[config.mk]
export PLATFORM = sky130hd
export DESIGN_NAME = pcs_align_inserter
export DESIGN_NICKNAME = d
export VERILOG_FILES = /design/src/rtl/pcs_tx_pkg.sv /design/src/rtl/pcs_tx_prim_slicer.sv /design/src/rtl/pcs_align_inserter.sv
export SDC_FILE = /design/constraint.sdc
export NUM_CORES = 1
export LEC_CHECK = 0
export CORE_MARGIN = 3
export CORE_UTILIZATION = 43
export DETAILED_ROUTE_END_ITERATION = 8
export MAX_ROUTING_LAYER = met4
export PLACE_DENSITY = 0.94
export SLEW_MARGIN = 20
export SYNTH_ARGS = -nofsm -noshare
export SYNTH_HDL_FRONTEND = slang
export SYNTH_SLANG_ARGS = --single-unit
[constraint.sdc]
create_clock -name clk -period 4.1 [get_ports clk]
set_input_delay 0.82 -clock clk [delete_from_list [all_inputs] [get_ports clk]]
set_output_delay 0.82 -clock clk [all_outputs]
set_load 0.01 [all_outputs]
[src/rtl/pcs_tx_pkg.sv]
// pcs_tx_pkg: dword primitives and FSM state type shared by the PCS TX align inserter
package pcs_tx_pkg;
  localparam logic [31:0] ALIGN_PRIM = 32'h7B4A4ABC;
  localparam logic [3:0]  ALIGN_K    = 4'b0001;
  localparam logic [31:0] SYNC_PRIM  = 32'hB5B5957C;
  localparam logic [3:0]  SYNC_K     = 4'b0001;
  typedef enum logic {ST_DATA, ST_ALIGN} pcs_tx_state_t;
endpackage

[src/rtl/pcs_tx_prim_slicer.sv]
// pcs_tx_prim_slicer: selects the BYTES-wide slice and K-flags of a dword primitive by word phase
module pcs_tx_prim_slicer #(
  parameter int BYTES = 4
) (
  input  logic [31:0]        prim_i,
  input  logic [3:0]         prim_k_i,
  input  logic               phase_i,
  output logic [8*BYTES-1:0] data_o,
  output logic [BYTES-1:0]   k_o
);
  assign data_o = (8*BYTES)'(phase_i ? prim_i >> 16 : prim_i);
  assign k_o    = BYTES'(phase_i ? prim_k_i >> 2 : prim_k_i);
endmodule

[src/rtl/pcs_align_inserter.sv]
// pcs_align_inserter: registered TX pass-through with SYNC idle fill and periodic ALIGN bursts.
// Optional PCS_ALIGN_MARK_EN adds o_align_mark flagging words that carry the ALIGN K28.5 byte.
module pcs_align_inserter
  import pcs_tx_pkg::*;
#(
  parameter int BYTES        = 4,
  parameter int ALIGN_PERIOD = 256,
  parameter int ALIGN_COUNT  = 2
) (
  input  logic               clk,
  input  logic               reset_n,
  input  logic [8*BYTES-1:0] i_data,
  input  logic [BYTES-1:0]   i_datak,
  input  logic               i_valid,
  output logic               o_ready,
  input  logic               i_align_force,
  output logic [8*BYTES-1:0] o_data,
  output logic [BYTES-1:0]   o_datak
`ifdef PCS_ALIGN_MARK_EN
  ,
  output logic [BYTES-1:0]   o_align_mark
`endif
);
  localparam int WPD         = 4 / BYTES;
  localparam int GAP_WORDS   = (ALIGN_PERIOD - ALIGN_COUNT) * WPD;
  localparam int BURST_WORDS = ALIGN_COUNT * WPD;
  localparam int GW          = $clog2(GAP_WORDS - 1) + 1;
  localparam int BW          = $clog2(BURST_WORDS - 1) + 1;
  localparam logic [GW-1:0] GAP_LAST   = GW'(GAP_WORDS - 1);
  localparam logic [BW-1:0] BURST_LAST = BW'(BURST_WORDS - 1);

  pcs_tx_state_t     state_q, state_d;
  logic [GW-1:0]     gap_q, gap_d;
  logic [BW-1:0]     burst_q, burst_d;
  logic              phase_q, phase_d;
  logic              force_now, align_now, accept;
  logic [8*BYTES-1:0] sync_data, align_data;
  logic [BYTES-1:0]   sync_k, align_k;

  pcs_tx_prim_slicer #(.BYTES(BYTES)) u_sync (
    .prim_i(SYNC_PRIM), .prim_k_i(SYNC_K), .phase_i(phase_q), .data_o(sync_data), .k_o(sync_k)
  );
  pcs_tx_prim_slicer #(.BYTES(BYTES)) u_align (
    .prim_i(ALIGN_PRIM), .prim_k_i(ALIGN_K), .phase_i(phase_q), .data_o(align_data), .k_o(align_k)
  );

  // force is only honoured on a dword boundary so bursts never split a dword
  assign force_now = i_align_force && !phase_q;

  always_ff @(posedge clk) begin
    if (!reset_n) begin
      state_q <= ST_DATA;
      gap_q   <= '0;
      burst_q <= '0;
      phase_q <= 1'b0;
    end else begin
      state_q <= state_d;
      gap_q   <= gap_d;
      burst_q <= burst_d;
      phase_q <= phase_d;
    end
  end

  always_comb begin
    state_d = state_q;
    gap_d   = gap_q;
    burst_d = burst_q;
    phase_d = WPD == 2 ? !phase_q : 1'b0;
    if (state_q == ST_DATA) begin
      if (force_now || gap_q == GAP_LAST) begin
        state_d = ST_ALIGN;
        gap_d   = '0;
        burst_d = '0;
      end else begin
        gap_d = gap_q + 1'b1;
      end
    end else if (i_align_force) begin
      burst_d = (WPD == 1 || phase_q) ? '0 : burst_q + 1'b1;
    end else if (burst_q == BURST_LAST) begin
      state_d = ST_DATA;
      gap_d   = '0;
    end else begin
      burst_d = burst_q + 1'b1;
    end
  end

  always_comb begin
    align_now = state_q == ST_ALIGN || force_now;
    o_ready   = reset_n && state_q == ST_DATA && !force_now;
    accept    = i_valid && o_ready;
  end

  always_ff @(posedge clk) begin
    if (!reset_n) begin
      o_data  <= '0;
      o_datak <= '0;
`ifdef PCS_ALIGN_MARK_EN
      o_align_mark <= '0;
`endif
    end else begin
      o_data  <= align_now ? align_data : accept ? i_data : sync_data;
      o_datak <= align_now ? align_k : accept ? i_datak : sync_k;
`ifdef PCS_ALIGN_MARK_EN
      o_align_mark <= BYTES'(align_now && !phase_q);
`endif
    end
  end
endmodule

Word-level counts from Yosys, hierarchy flattened. Cells that the tools add are included.

Register bits after elaboration: 47. Input bits: 40. Output and inout bits: 37. Logic and storage cells: 42.

Add/subtract/negate cells: 2. Equality and inequality tests: 3. Multiplexer cells: 16. Bitwise gates (word level): 3. Reductions and logical operators: 10.

Operators by type and width (number): $mux 9 (4); $mux 32 (1); $mux 31 (1); $mux 1 (10); $add 9x1->9 const B (1); $eq 9x8->1 const B (1); $logic_and 1x1->1 (3); $not 1->1 (3); $reduce_or 3->1 (1); $logic_or 1x1->1 (2); $ne 2x1->1 const B (1); $ne 2x2->1 const B (1); $reduce_and 2->1 (1); $reduce_bool 2->1 (1); $reduce_or 2->1 (1); $add 1x1->1 const B (1); $logic_not 1->1 (1).

Longest topological paths before layout. Gate-level depths: netlist of run 1.

Depth in word-level cells: 6. Mapped depth: 6. Depth with buffers taken out: 6.

Modules after synthesis. A second synthesis of run 1 with hierarchy kept.

Cells, all modules: 310. Area total of the unflattened synthesis: 2975.4 um2.

Modules (own cells, without submodules): pcs_align_inserter (times used 1, cells an instance 230, area each 2159.6 um2, sequential area each 940.9 um2); pcs_tx_prim_slicer (times used 2, cells an instance 40, area each 407.9 um2, sequential area each 0.0 um2).

Least setup slack after synthesis of run 1. Ideal clock, no wire load.

Path kind: input to output. Start point: in reset_n. End point: out o_ready. Data arrival time: 1.609 ns. Data required time: 3.280 ns. Path slack: 1.671 ns. Stages on the path: 4. Buffers on the path: 2. Path through: buf_2 -> or3b_1 -> clkbuf_1 -> clkinv_1.

Cells in the longest elaborated chain, start to end: 2.

Ends and longest elaborated chain: from (decl) (RTL line pcs_align_inserter.sv:11) `input logic reset_n,`; $logic_and 1x1->1 (2 in a row) (RTL line pcs_align_inserter.sv:89) `o_ready = reset_n && state_q == ST_DATA && !force_now;`; to (decl) (RTL line pcs_align_inserter.sv:15) `output logic o_ready,`.

No other way between the ends.

Final worst setup path of run 1.
Start point: in i_align_force. End point: out o_ready.

Cells in the longest elaborated chain, start to end: 2.

Ends and longest elaborated chain: from (decl) (RTL line pcs_align_inserter.sv:16) `input logic i_align_force,`; $logic_not 1->1 (RTL line pcs_align_inserter.sv:89); $logic_and 1x1->1 (RTL line pcs_align_inserter.sv:89).

No other way between the ends.

==> results of run 1 <==
[worst max-delay path by stage]
| stage | end | from | cells past startpoint | slack (ns) |
|---|---|---|---|---|
| floorplan | o_ready | reset_n | 4 | 1.67 |
| global placement | o_ready | i_align_force | 4 | 0.81 |
| detailed placement | o_ready | i_align_force | 4 | 0.79 |
| CTS | o_ready | i_align_force | 4 | 0.79 |
| global route | o_ready | i_align_force | 4 | 0.71 |
| finish | o_ready | i_align_force | 4 | 0.77 |
[power by group through the flow]
stage / Clock (W) / Sequential [W] / Combinational [W]
global placement: 0 / 0.000499 / 0.000132
finish: 0.000289 / 0.000490 / 0.000135
floorplan: 0 / 0.000510 / 0.0000375
detailed placement: 0 / 0.000500 / 0.000135
global route: 0.000315 / 0.000492 / 0.000146
CTS: 0.000294 / 0.000490 / 0.000136
[logic make-up (layout without fill, tap and decap cells)]
| logic type | Yosys count | in the layout | share of synthesized area, % |
|---|---|---|---|
| AND/OR/NAND/NOR | 44 | 44 | 14.1 |
| adder cells (fa/ha/maj) | 2 | 2 | 1.52 |
| flip-flops | 47 | 47 | 57.2 |
| multiplexers | 1 | 1 | 0.608 |
| buffers and inverters | 25 | 103 | 5.86 |
| AO/OA/AOI/OAI | 52 | 52 | 20.8 |
[layer usage]
metal  share of wire, %  track usage (%)  up-vias
li1                   -                -      735
met1                 40             19.6      670
met2                 48             32.4       65
met3                 11             7.22        6
met4                1.3             6.70        0
met5                  0                -        -
[placed cells by master, fill, tap and decap left out, drive strengths merged, types with 2 or more instances in the layout]
cell and count:
clkdlybuf4s50 76, dfxtp 47, nand2 18, a21oi 17, inv 15, a21boi 11, o21a 8, clkbuf 7
and3 6, a31oi 5, nand3 4, o21ai 4, and2 3, nor2 3, buf 3, nand2b 2
ha 2, clkinv 2
[worst max-delay path: cells and delay by family]
family / cells / cell delay [ns]
buf+inv: 3 / 1.24
simple gates: 1 / 0.45
[layout make-up]
class                   instances  area [µm²]
repair buffers                 79         783
multi-input cells              99         608
flip-flops and latches         47         941
clock buffers                   7        86.3
fillers                       252         950
inverters                      16        60.1
well taps                      46        57.6
clock inverters                 1        8.76
[registers in the layout, indices dropped and copies added (netlist names)]
signal and flops:
state_q 1, o_datak 4, o_data 32, burst_q 1
gap_q 9
[per-stage QoR]
step / hold WS, ns / util (%) / worst slack (ns)
floorplan: 0.433 / - / 1.67
global placement: 0.446 / 70.1 / 0.810
detailed placement: 0.455 / 70.1 / 0.793
CTS: 0.470 / 72.8 / 0.790
global route: 0.493 / 72.8 / 0.714
finish: 0.471 / 72.8 / 0.765
==> results.toml, run 1 <==
[detailed_routing]
wirelength_um = 4100
drc = 0
ant_nets = 0
route.vias.total = 1476
first_pass_iters = 4
vias_per_cell = 5.00
routedWlPerCell_um = 13.9
drtIter0Drc = 104

[worst_setup_path]
end_kind = "primary output"
rr_endpoint = "gap_q[3]"
max_stage_delay_ns = 0.57
crit_chain = "clkdlybuf4s50_1, or3b_1, clkinv_1, clkdlybuf4s50_1"
cp_data_required_time_ns = 3.28
reg2reg_slack_ns = 2.18
cpMaxStageDelayCell = "clkdlybuf4s50_1"
timing.rr.start = "gap_q[1]"
path_max_fanout = 10
reg2reg_depth = 6
critical_path_class = "in2out"
critPathLaunchType = "input pin"
cpMostUsedCell = "clkdlybuf4s50_1"
arrival_ns = 2.51

[job]
max-cap-violations = 0

[placed_design]
dp_hpwl_um = 3070
io_buffer_count = 76
gp_congestion = 0.756
place_inst = 287
placed_cell_area_mm2 = 0.00245

[floorplanning]
fp.dieW_um = 67.9
die_y_um = 67.9
start_util_pct = 47.1
dieArea_mm2 = 0.00460
fp-row-count = 21
io_pins = 77
core_mm2 = 0.00349

[grt]
grt_pass1_wl_um = 6200
grt_antenna_before_repair = 0
overflow = 0
grt_pass1_vias = 1331
grt_max_degree = 30
grt_use_total_pct = 18.8

[synthesis]
synthTopCellsByCount = "47 x dfxtp_1, 18 x nand2_1, 16 x a21oi_1"
yosysSeqAreaShare_pct = 57.2
synth_most_common_cell = "dfxtp_1"
synth_top_area_share_pct = 57.2
syn_area_per_cell_um2 = 9.62
syn_area_mm2 = 0.00165
synth_top_area_cell = "dfxtp_1"
syn_inst = 171
synth_area_leaders = "dfxtp_1 57%, a21boi_0 5.0%, a21oi_1 4.9%"
syn_nets = 213
synth_flop_cell = "dfxtp_1"
yosys_warnings = 0
ys_types = 34
synth-seq-cells = 47
synth-async-reset-ratio_pct = 0
synth_edf_count = 0

[power]
vdd_drop_max_uv = 276
p_total_w = 0.000913
leakage_nw = 1.03
sequentialPowerShare_pct = 53.6
internal_power_w = 0.000701
clkPwrFrac_pct = 31.6
power_frac_comb_pct = 14.8
switching_share_pct = 23.3
p_per_area_mw_per_mm2 = 359
p_sw_w = 0.000213

[outcome]
status = "complete, no violations"

[clock_tree]
cts-root-buf = "clkbuf_8"
numCtsBuffers = 5
clkSinkCount = 47
htree_levels = 2
worstSkewPairLatency_ns = 0.30
post_cts_buffers = 0
ctsHoldBuffers = 0
cts_resized = 0
ctsLongestPathBuffers = 2
cts_tree = "done"
clk_pin_slew_ns = 0.08

[sta]
setup_viol_count_final = 0
slew_headroom_pct = 62.0
drv_slew = 0
tns_ns = 0
clock_skew_ns = 0.00712
rsz0062_at_grt = "no"
worst_slew_pin_slew_ns = 0.568
fin_crit_ns = 3.33
max_freq_mhz = 300
hold_viol_final = 0
min_period_over_period_pct = 81.3

[final_layout]
num_antenna_cells = 0
fin_cells = 295
area_growth_pct = 54.7
final_area_mm2 = 0.00254
final_nets = 290
layout-drive-gt1-share_pct = 4.82

[worst_hold_path]
hold_class = "reg2reg"
worstHoldStart = "gap_q[5]"
min_path_cells = 1
hold_end = "gap_q[5]"
Note: power is estimated with default switching activity, not from simulation.
==> run 2: changes to the inputs <==
Settings changed: CORE_UTILIZATION 43 to 36, PLACE_DENSITY 0.94 to 0.85.
Clock period 4.1 ns to 2.95 ns, I/O delays scaled along.
==> run 2 against run 1 <==
Against the previous run: cell area grew 1.1%; count of clock-buffer cells in the layout is the same; wire length shrank 1.7%; non-clock buffer count grew 2; worst hold slack is essentially flat; sequential cell count is the same; clock power grew 46%; core utilization shrank 12 points; combinational power grew 40%; critical endpoint unchanged.
==> results.toml, run 2 (synthesized netlist as in run 1, its figures left out) <==
[outcome]
status = "complete, no violations"

[floorplanning]
fp.dieW_um = 73.6
start_util_pct = 39.2
fp-row-count = 23
io_pins = 77
die_y_um = 73.6
dieArea_mm2 = 0.00542
core_mm2 = 0.00420

[detailed_routing]
ant_nets = 0
drtIter0Drc = 51
drc = 0
first_pass_iters = 4
wirelength_um = 4030
routedWlPerCell_um = 13.4
route.vias.total = 1444
vias_per_cell = 4.80

[clock_tree]
clkSinkCount = 47
ctsLongestPathBuffers = 2
post_cts_buffers = 0
cts-root-buf = "clkbuf_8"
ctsHoldBuffers = 0
cts_tree = "done"
worstSkewPairLatency_ns = 0.30
clk_pin_slew_ns = 0.08
cts_resized = 0
numCtsBuffers = 5
htree_levels = 2

[worst_setup_path]
path_max_fanout = 2
max_stage_delay_ns = 0.53
cpMostUsedCell = "clkdlybuf4s50_1"
cpMaxStageDelayCell = "clkdlybuf4s50_1"
path_delay_family = "buffers and inverters"
critPathLaunchType = "input pin"
crit_chain = "clkdlybuf4s50_1, or3b_1, clkinv_1, clkdlybuf4s50_1"
arrival_ns = 2.07
path_depth = 4
reg2reg_depth = 6
end_kind = "primary output"
path_buf_inv = 3
cp_data_required_time_ns = 2.36
critical_path_class = "in2out"

[final_layout]
multiInputGateArea_um2 = 608
regArea_um2 = 941
largest_reg_flops = 32
layout_common_cells = "76 x clkdlybuf4s50_1, 47 x dfxtp_1, 18 x nand2_1, 16 x a21oi_1, 15 x inv_1"
layout_commonest_cell = "clkdlybuf4s50_1"
largest-register = "o_data"
num_antenna_cells = 0
layout-drive-gt1-share_pct = 5.98
top_regs = "o_data: 32 flops, gap_q: 9 flops, o_datak: 4 flops"
final_nets = 292
num-fill-cells = 338
area_growth_pct = 56.4

[grt]
grt_pass1_wl_um = 6130
grt_use_total_pct = 15.5
overflow = 0
grt_max_degree = 27
grt_antenna_before_repair = 0
grt_pass1_vias = 1316

[power]
clkPwrFrac_pct = 32.7
leakage_nw = 1.04
vdd_drop_max_uv = 338
p_sw_w = 0.000294
p_per_area_mw_per_mm2 = 502
p_total_w = 0.00129
internal_power_w = 0.000997
switching_share_pct = 22.8
sequentialPowerShare_pct = 52.7
power_frac_comb_pct = 14.6

[job]
max-cap-violations = 0

[sta]
fin_crit_ns = 2.66
rsz0062_at_grt = "no"
drv_slew = 0
hold_viol_final = 0
setup_viol_count_final = 0
worst_slew_pin_slew_ns = 0.502
min_period_over_period_pct = 90.0
slew_headroom_pct = 66.4
clock_skew_ns = 0.00939
max_freq_mhz = 377
hold_slack_ns = 0.471
tns_ns = 0

[placed_design]
gp_congestion = 0.761
dp_hpwl_um = 2960
io_buffer_count = 76

[worst_hold_path]
min_path_cells = 1
hold_class = "reg2reg"
[run 2: cell count changes in the layout (fill, tap and decap cells not counted), sizes merged]
| cell | previous run | this run |
|---|---|---|
| clkinvlp | 0 | 1 |
| clkinv | 2 | 1 |
| buf | 3 | 5 |
[run 2: worst paths after layout]
path / start / end / slack, ns
worst max-delay path: i_align_force / o_ready / 0.29
worst min register to register: gap_q[8] / gap_q[8] / 0.47
worst max register to register: gap_q[1] / gap_q[3] / 1.03
worst min-delay path: gap_q[8] / gap_q[8] / 0.47
[run 2: per-layer routing]
layer / GRT usage (%) / up-vias / part of all wire (%)
met5: - / - / 0
met2: 23.6 / 63 / 48
li1: - / 737 / -
met3: 4.65 / 11 / 7.4
met1: 18.0 / 633 / 42
met4: 9.05 / 0 / 3.0
[run 2: layout make-up]
class	instances	share of cell area, %
Clock buffer	7	3.74
Clock inverter	1	0.292
Inverter	16	2.33
Multi-Input combinational cell	99	23.6
Sequential cell	47	36.6
Tap cell	50	2.43
Timing Repair Buffer	81	31.0
[run 2: per-stage QoR]
step | setup slack, ns | instances | cell area, µm² | utilization, %
final | 0.295 | 301 | 2570 | 61.3
after global routing | 0.237 | 301 | 2570 | 61.3
after CTS | 0.285 | 301 | 2570 | 61.3
after detailed placement | 0.285 | 293 | 2470 | 58.8
after global placement | 0.275 | 293 | 2470 | 58.8
after floorplan | 0.981 | 171 | 1650 | -
[run 2: power groups by stage]
stage	clock [W]	sequential, W	combinational [W]
after floorplan	0	0.000708	0.0000521
after global placement	0	0.000694	0.000186
after detailed placement	0	0.000695	0.000189
after CTS	0.000436	0.000681	0.000190
after global routing	0.000461	0.000684	0.000204
final	0.000422	0.000680	0.000189
==> run 3: changes to the inputs <==
Settings changed: GPL_TIMING_DRIVEN from default to 0.
==> run 3 against run 2 <==
Against the previous run: die area stayed put; total power is 2.2% higher; critical path depth stayed put; final cell count stayed put; clock power is 7.8% higher; sequential cell count stayed put; worst hold slack better by 0.00068 ns; combinational power is 2% lower; critical path type unchanged; largest power group unchanged; highest routed layer unchanged.
==> results.toml, run 3 (synthesized netlist as in run 1, its figures left out) <==
[outcome]
status = "complete, no violations"

[worst_setup_path]
path_max_fanout = 10
arrival_ns = 2.31
cp_data_required_time_ns = 2.36
critPathLaunchType = "input pin"
end_kind = "primary output"
critical_path_class = "in2out"

[sta]
slew_headroom_pct = 65.7
rsz0062_at_grt = "no"
min_period_over_period_pct = 98.1
fin_crit_ns = 2.90
hold_slack_ns = 0.471
hold_viol_final = 0
max_freq_mhz = 345
clock_skew_ns = 0.00418
worst_slew_pin_slew_ns = 0.513
setup_viol_count_final = 0
drv_slew = 0

[power]
internal_power_w = 0.00103
clkPwrFrac_pct = 34.5
switching_share_pct = 22.1
p_total_w = 0.00132
leakage_nw = 1.03
sequentialPowerShare_pct = 51.6
power_frac_comb_pct = 14.0
p_per_area_mw_per_mm2 = 517
vdd_drop_max_uv = 316
p_sw_w = 0.000291

[final_layout]
top_regs = "o_data: 32 flops, gap_q: 9 flops, o_datak: 4 flops"
multiInputGateArea_um2 = 611
num-fill-cells = 371
largest-register = "o_data"
layout-drive-gt1-share_pct = 4.78
regArea_um2 = 941
layout_commonest_cell = "clkdlybuf4s50_1"
num_antenna_cells = 0
area_growth_pct = 55.1
postLayoutCoreUtil_pct = 60.7
final_nets = 293
largest_reg_flops = 32
layout_common_cells = "74 x clkdlybuf4s50_1, 47 x dfxtp_1, 18 x nand2_1, 16 x a21oi_1, 15 x inv_1"

[grt]
grt_max_degree = 14
grt_antenna_before_repair = 0
grt_pass1_vias = 1479
grt_use_total_pct = 15.6
grt_pass1_wl_um = 6210
overflow = 0

[detailed_routing]
first_pass_iters = 4
drtIter0Drc = 54
wirelength_um = 3980
route.vias.total = 1470
drc = 0
vias_per_cell = 4.88
routedWlPerCell_um = 13.2
ant_nets = 0

[floorplanning]
io_pins = 77
fp.dieW_um = 73.6
dieArea_mm2 = 0.00542
fp-row-count = 23
start_util_pct = 39.2
core_mm2 = 0.00420
die_y_um = 73.6

[clock_tree]
ctsLongestPathBuffers = 2
clkSinkCount = 47
clk_pin_slew_ns = 0.08
cts_tree = "done"
htree_levels = 2
numCtsBuffers = 5
post_cts_buffers = 0
cts-root-buf = "clkbuf_8"
worstSkewPairLatency_ns = 0.30

[job]
max-cap-violations = 0

[placed_design]
io_buffer_count = 74
dp_hpwl_um = 2940
gp_congestion = 0.754

[worst_hold_path]
hold_class = "reg2reg"
-- run 3: changes by cell type in the layout (fill, tap and decap cells not counted), moves of 2 or more --
cell             change
clkbuf_1             +7
buf_2                +2
clkdlybuf4s50_1      -2
buf_4                -5
clkbuf_8             -2
-- run 3: metrics by stage --
stage | TNS (ns) | instance area, µm² | worst slack (ns) | cells
6_report | 0 | 2550 | 0.0546 | 301
2_1_floorplan | 0 | 1650 | 0.981 | 171
3_5_place_dp | -0.136 | 2450 | -0.136 | 295
3_3_place_gp | -0.136 | 2450 | -0.136 | 295
4_1_cts | 0 | 2550 | 0.0664 | 301
5_1_grt | 0 | 2550 | 0.00228 | 301
-- run 3: layer usage --
metal,wire (µm),vias up,global-route usage (%)
met3,252,9,3.69
li1,-,740,-
met1,1650,669,16.6
met2,1970,52,26.5
met4,99,0,8.25
met5,0,-,-
-- run 3: final timing paths --
kind                                     from  endpoint  slack [ns]  depth (start not counted)
worst max-delay path            i_align_force   o_ready        0.05                          4
worst min-delay path                 gap_q[8]  gap_q[8]        0.47                          1
worst max register to register       gap_q[1]  gap_q[3]        1.01                          6
worst min register to register       gap_q[8]  gap_q[8]        0.47                          1
-- run 3: critical path, cell delays in order --
cell	delay, ns
clkdlybuf4s50_1	0.52
or3b_4	0.50
clkinv_2	0.14
clkdlybuf4s50_1	0.55
-- run 3: cell type report --
type                    count  area share (%)
well taps                  50            2.45
flip-flops and latches     47            36.9
multi-input cells          99            23.9
repair buffers             74            29.0
plain buffers               8            1.28
inverters                  16            2.40
clock buffers               6            2.84
clock inverters             1            1.18
-- run 3: repair_timing --
item,CTS,global route
hold endpoints to repair,0,0
hold buffers,0,0
resized for setup,2,0
endpoints found under the setup margin,1,0
-- run 3: power by group through the flow --
| stage | Combinational, W | Sequential [W] | Clock [W] |
|---|---|---|---|
| after global routing | 0.000201 | 0.000684 | 0.000484 |
| after global placement | 0.000181 | 0.000694 | 0 |
| after CTS | 0.000186 | 0.000680 | 0.000465 |
| final | 0.000185 | 0.000680 | 0.000455 |
| after floorplan | 0.0000521 | 0.000708 | 0 |
| after detailed placement | 0.000184 | 0.000696 | 0 |
